==> src/rtl/counter_ctrl_if.sv <==
// Control/status bundle for counter_ctrl: run controls in, count and status out.
interface counter_ctrl_if #(
   parameter int WIDTH = 4
);
   logic             start;
   logic             pause;
   logic             abort;
   logic [WIDTH-1:0] limit;
   logic             auto_reload;
   logic [WIDTH-1:0] count;
   logic             busy;
   logic             tc;
   logic             done;
   logic [1:0]       state;

   // Controller side: drives the run controls, observes count and status.
   modport master (
      output start, pause, abort, limit, auto_reload,
      input  count, busy, tc, done, state
   );

   // Counter side: receives the run controls, produces count and status.
   modport slave (
      input  start, pause, abort, limit, auto_reload,
      output count, busy, tc, done, state
   );
endinterface

==> src/rtl/counter_ctrl.sv <==
// Run-controlled up-counter with a terminal count, optional periodic reload,
// pause and abort. Limit and mode are captured on an accepted start.
module counter_ctrl #(
   parameter int WIDTH = 4
) (
   input  logic         clk,
   input  logic         rst,
   counter_ctrl_if.slave bus
);

   typedef enum logic [1:0] {
      IDLE   = 2'b00,
      RUN    = 2'b01,
      PAUSED = 2'b10,
      DONE   = 2'b11
   } state_t;

   state_t           st;
   logic [WIDTH-1:0] cnt;
   logic [WIDTH-1:0] lim;
   logic             reload;
   logic             tc_r;
   logic             done_r;

   // State, count, latched settings and event pulses; priority rst > abort > start > pause > advance.
   always_ff @(posedge clk) begin
      if (rst) begin
         st     <= IDLE;
         cnt    <= '0;
         lim    <= '0;
         reload <= 1'b0;
         tc_r   <= 1'b0;
         done_r <= 1'b0;
      end else begin
         tc_r   <= 1'b0;
         done_r <= 1'b0;
         if (bus.abort) begin
            st  <= IDLE;
            cnt <= '0;
         end else if (bus.start && (st == IDLE || st == DONE)) begin
            lim    <= bus.limit;
            reload <= bus.auto_reload;
            cnt    <= '0;
            st     <= RUN;
         end else begin
            case (st)
               RUN: begin
                  if (bus.pause) begin
                     st <= PAUSED;
                  end else if (cnt == lim) begin
                     // Terminal count: wrap to zero when periodic, otherwise park at the limit.
                     tc_r <= 1'b1;
                     if (reload) begin
                        cnt <= '0;
                     end else begin
                        done_r <= 1'b1;
                        st     <= DONE;
                     end
                  end else begin
                     cnt <= cnt + WIDTH'(1);
                  end
               end
               PAUSED: begin
                  // Resume edge only changes state; counting restarts on the following edge.
                  if (!bus.pause) begin
                     st <= RUN;
                  end
               end
               IDLE: begin
                  cnt <= '0;
               end
               default: begin
                  st <= DONE;
               end
            endcase
         end
      end
   end

   assign bus.count = cnt;
   assign bus.state = st;
   assign bus.busy  = (st == RUN) || (st == PAUSED);
   assign bus.tc    = tc_r;
   assign bus.done  = done_r;

endmodule
==> src/flat_wrapper.sv <==
// flat-port wrapper written by rule: the top's interface ports become plain ports
module counter_ctrl_flat 
#(
   parameter int WIDTH = 4
)
  (clk, rst, bus_start, bus_pause, bus_abort, bus_limit, bus_auto_reload, bus_count, bus_busy, bus_tc, bus_done, bus_state);
  counter_ctrl_if #(.WIDTH(WIDTH)) bus_i ();
  input  logic clk;
  input  logic rst;
  input wire logic [$bits(bus_i.start)-1:0] bus_start;
  input wire logic [$bits(bus_i.pause)-1:0] bus_pause;
  input wire logic [$bits(bus_i.abort)-1:0] bus_abort;
  input wire logic [$bits(bus_i.limit)-1:0] bus_limit;
  input wire logic [$bits(bus_i.auto_reload)-1:0] bus_auto_reload;
  output wire logic [$bits(bus_i.count)-1:0] bus_count;
  output wire logic [$bits(bus_i.busy)-1:0] bus_busy;
  output wire logic [$bits(bus_i.tc)-1:0] bus_tc;
  output wire logic [$bits(bus_i.done)-1:0] bus_done;
  output wire logic [$bits(bus_i.state)-1:0] bus_state;
  assign bus_i.start = bus_start;
  assign bus_i.pause = bus_pause;
  assign bus_i.abort = bus_abort;
  assign bus_i.limit = bus_limit;
  assign bus_i.auto_reload = bus_auto_reload;
  assign bus_count = bus_i.count;
  assign bus_busy = bus_i.busy;
  assign bus_tc = bus_i.tc;
  assign bus_done = bus_i.done;
  assign bus_state = bus_i.state;
  counter_ctrl #(.WIDTH(WIDTH)) u_core (.clk(clk), .rst(rst), .bus(bus_i));
endmodule
==> config.mk <==
export PLATFORM = sky130hd
export DESIGN_NAME = counter_ctrl_flat
export DESIGN_NICKNAME = d
export VERILOG_FILES = /design/src/rtl/counter_ctrl_if.sv /design/src/rtl/counter_ctrl.sv /design/src/flat_wrapper.sv
export SDC_FILE = /design/constraint.sdc
export NUM_CORES = 1
export LEC_CHECK = 0
export CAP_MARGIN = 10
export CORE_AREA = 3 3 40 42
export CTS_BUF_LIST = sky130_fd_sc_hd__clkbuf_4 sky130_fd_sc_hd__clkbuf_8
export DETAILED_ROUTE_END_ITERATION = 8
export DIE_AREA = 0 0 43 45
export DONT_BUFFER_PORTS = 1
export GPL_TIMING_DRIVEN = 0
export PLACE_DENSITY = 0.64
export SETUP_SLACK_MARGIN = 0.4
export SLEW_MARGIN = 20
export SYNTH_ARGS = -nofsm -noshare
export SYNTH_HDL_FRONTEND = slang
export SYNTH_SLANG_ARGS = --single-unit
==> constraint.sdc <==
create_clock -name clk -period 1.74 [get_ports clk]
set_input_delay 0.087 -clock clk [delete_from_list [all_inputs] [get_ports clk]]
set_output_delay 0.087 -clock clk [all_outputs]
set_load 0.02 [all_outputs]
==> flow_summary.toml <==
[detailed_routing]
antenna_left = 0
drc = 0
wl_per_cell_um = 13.8
drt_iter0_drc = 7
viasPerCell = 5.44
vias = 506
routed_wirelength_mm = 1.29
first_pass_iters = 4

[setup_path]
cp-start-kind = "register"
cp_max_fo = 5
worst_setup_path_end_kind = "register"
crit_required_ns = 1.92
criticalPathCategory = "reg2reg"
critPathArrivalTime_ns = 1.73

[global_route]
grt_pass1_wl_mm = 1.98
grt_pass1_vias = 463
grt_use_total_pct = 14.1
antenna_found_initial = 0
grt_overflow = 0
grt_max_degree = 9

[logic_synthesis]
ys.flop_type = "dfxtp_1"
synth-seq-area-share_pct = 38.9
ys_ff_latch = 13
syn_nets = 85
synth.avg_cell_area_sq_um = 9.56
yosysWarningCount = 0
async_flop_share_pct = 0
synth_edf_count = 0
syn_inst = 70
synthDistinctLibCells = 26
syn_area_sq_um = 669

[sta]
setup_viol = 0
skew_ns = 0.00478
period_needed_ns = 1.55
rsz0062_at_grt = "yes"
slew_headroom_pct = 76.3
maxSlewViolCount = 0
post-route-period-util_pct = 89.2
max_freq_mhz = 645
final-hold-violation-count = 6
tightest_slew_ns = 0.355
fin_hold_ws_ns = -0.133
setup_tns_ns = 0

[finish]
mostFrequentLayoutCell = "dfxtp_1"
mostFrequentLayoutCells = "10 x dfxtp_1, 7 x nor2_1, 6 x mux2i_1"
fill_cells = 108
drive_gt1_share_pct = 26.9
finish.utilization_pct = 62.7
stdcell_count = 93
diodes = 0
num-nets-final = 94
area_growth_pct = 20.4

[power]
cellPowerDensity_nw_per_um2 = 743
p_leak_nw = 0.311
vdd_ir_drop_max_mv = 0.406
finalPower_w = 0.000599

[place]
dp.cells = 85
dp_hpwl_um = 977
port_buffers = 0
gp_congestion = 0.730

[die]
die_width_um = 43
die_h_um = 45
design.die.area_sq_um = 1940
core-area_sq_um = 1280
start_util_pct = 52.1
row_count = 13
pin_count = 19

[job]
maxCapViolations = 0

[cts]
clk_pin_slew_ns = 0.08
ctsRootBufferMaster = "clkbuf_4"
clk-insertion-delay-late_ns = 0.28
cts_sinks = 13
cts_tree = "built"
cts.path.max_buffers = 2
ctsHtreeMaxLevel = 1
cts_made_buffers = 3

[run_status]
status = "finished with violations"
violations = "hold timing"

[worst_hold_path]
hold_path_class = "in2reg"
synth_stat cells (all sizes together), types with 2 or more instances:
cell type,number,share of area (%)
mux2i,6,9.0
nand3,2,1.5
nor3,2,2.2
nor2,7,3.9
o211ai,4,4.5
inv,6,3.4
ha,5,9.3
o21ai,2,1.5
dfxtp,13,39
xnor2,4,5.2
and3,2,2.1
nor2b,5,4.7
routing by layer:
layer  vias to the layer above  routed length (um)  GRT usage (%)
li1                        263                   -              -
met5                         -                   0              0
met3                         2                  68           3.19
met2                        14                 575           21.6
met1                       227                 619           17.3
met4                         0                  22           10.8
what timing repair did:
action	CTS	global route
gates resized for setup	1	2
endpoints found under the setup margin	13	13
pin swaps	2	1
setup buffers	2	2
endpoints found under the hold margin	6	6
through the flow:
| stage | setup slack (ns) | area [sq um] |
|---|---|---|
| floorplan | 0.305 | 717 |
| global placement | 0.0924 | 736 |
| detailed placement | 0.0694 | 736 |
| CTS | 0.183 | 785 |
| global route | 0.0739 | 806 |
| finish | 0.188 | 806 |
area by class of cell:
cell class / instances / area [sq um] / share of cell area [%]
Clock inverter: 1 / 5.00 / 0.621
Buffer: 1 / 7.51 / 0.932
Sequential cell: 13 / 269 / 33.4
Clock buffer: 3 / 22.5 / 2.80
Inverter: 6 / 27.5 / 3.42
Tap cell: 15 / 18.8 / 2.33
Multi-Input combinational cell: 50 / 425 / 52.8
Timing Repair Buffer: 4 / 30.0 / 3.73
final timing paths:
| kind | startpoint | end | slack (ns) | cells after the start |
|---|---|---|---|---|
| max | u_core.bus.state[1] | u_core.reload | 0.19 | 7 |
| min | rst | u_core.lim[3] | -0.13 | 1 |
| max reg2reg | u_core.bus.state[1] | u_core.reload | 0.19 | 7 |
| min reg2reg | u_core.reload | u_core.bus.done | 0.50 | 1 |
registers in the layout, summed over array words and instances, names as in the netlist:
signal	count
u_core.lim	4
u_core.bus.done	1
u_core.bus.count	4
u_core.bus.state	2
u_core.bus.tc	1
u_core.reload	1
worst max-delay path, cell delays in order, from the launching register on:
cell and delay, ns:
dfxtp_4 0.42, inv_4 0.05, ha_4 0.27, nor2b_4 0.16, nor2b_1 0.14, buf_4 0.16
mux2i_1 0.18, nor2_1 0.06
power by group:
part / switching [W] / internal (W)
Combinational: 0.0000438 / 0.0000508
Sequential: 0.0000129 / 0.000305
Clock: 0.000101 / 0.0000853
cell families (layout without fill, tap and decap cells):
kind of cell               after synthesis  count (layout)  synth area share [%]
muxes                                    6               6                  8.97
AOI/OAI and AO/OA                       14              14                  15.5
buffers and inverters                    7              15                  4.11
DFF                                     13              13                  38.9
and+or+nand+nor                         21              21                  17.9
adders and majority gates                5               5                  9.35
xor gates and xnor gates                 4               4                  5.23
Note: power is estimated with default switching activity, not from simulation.
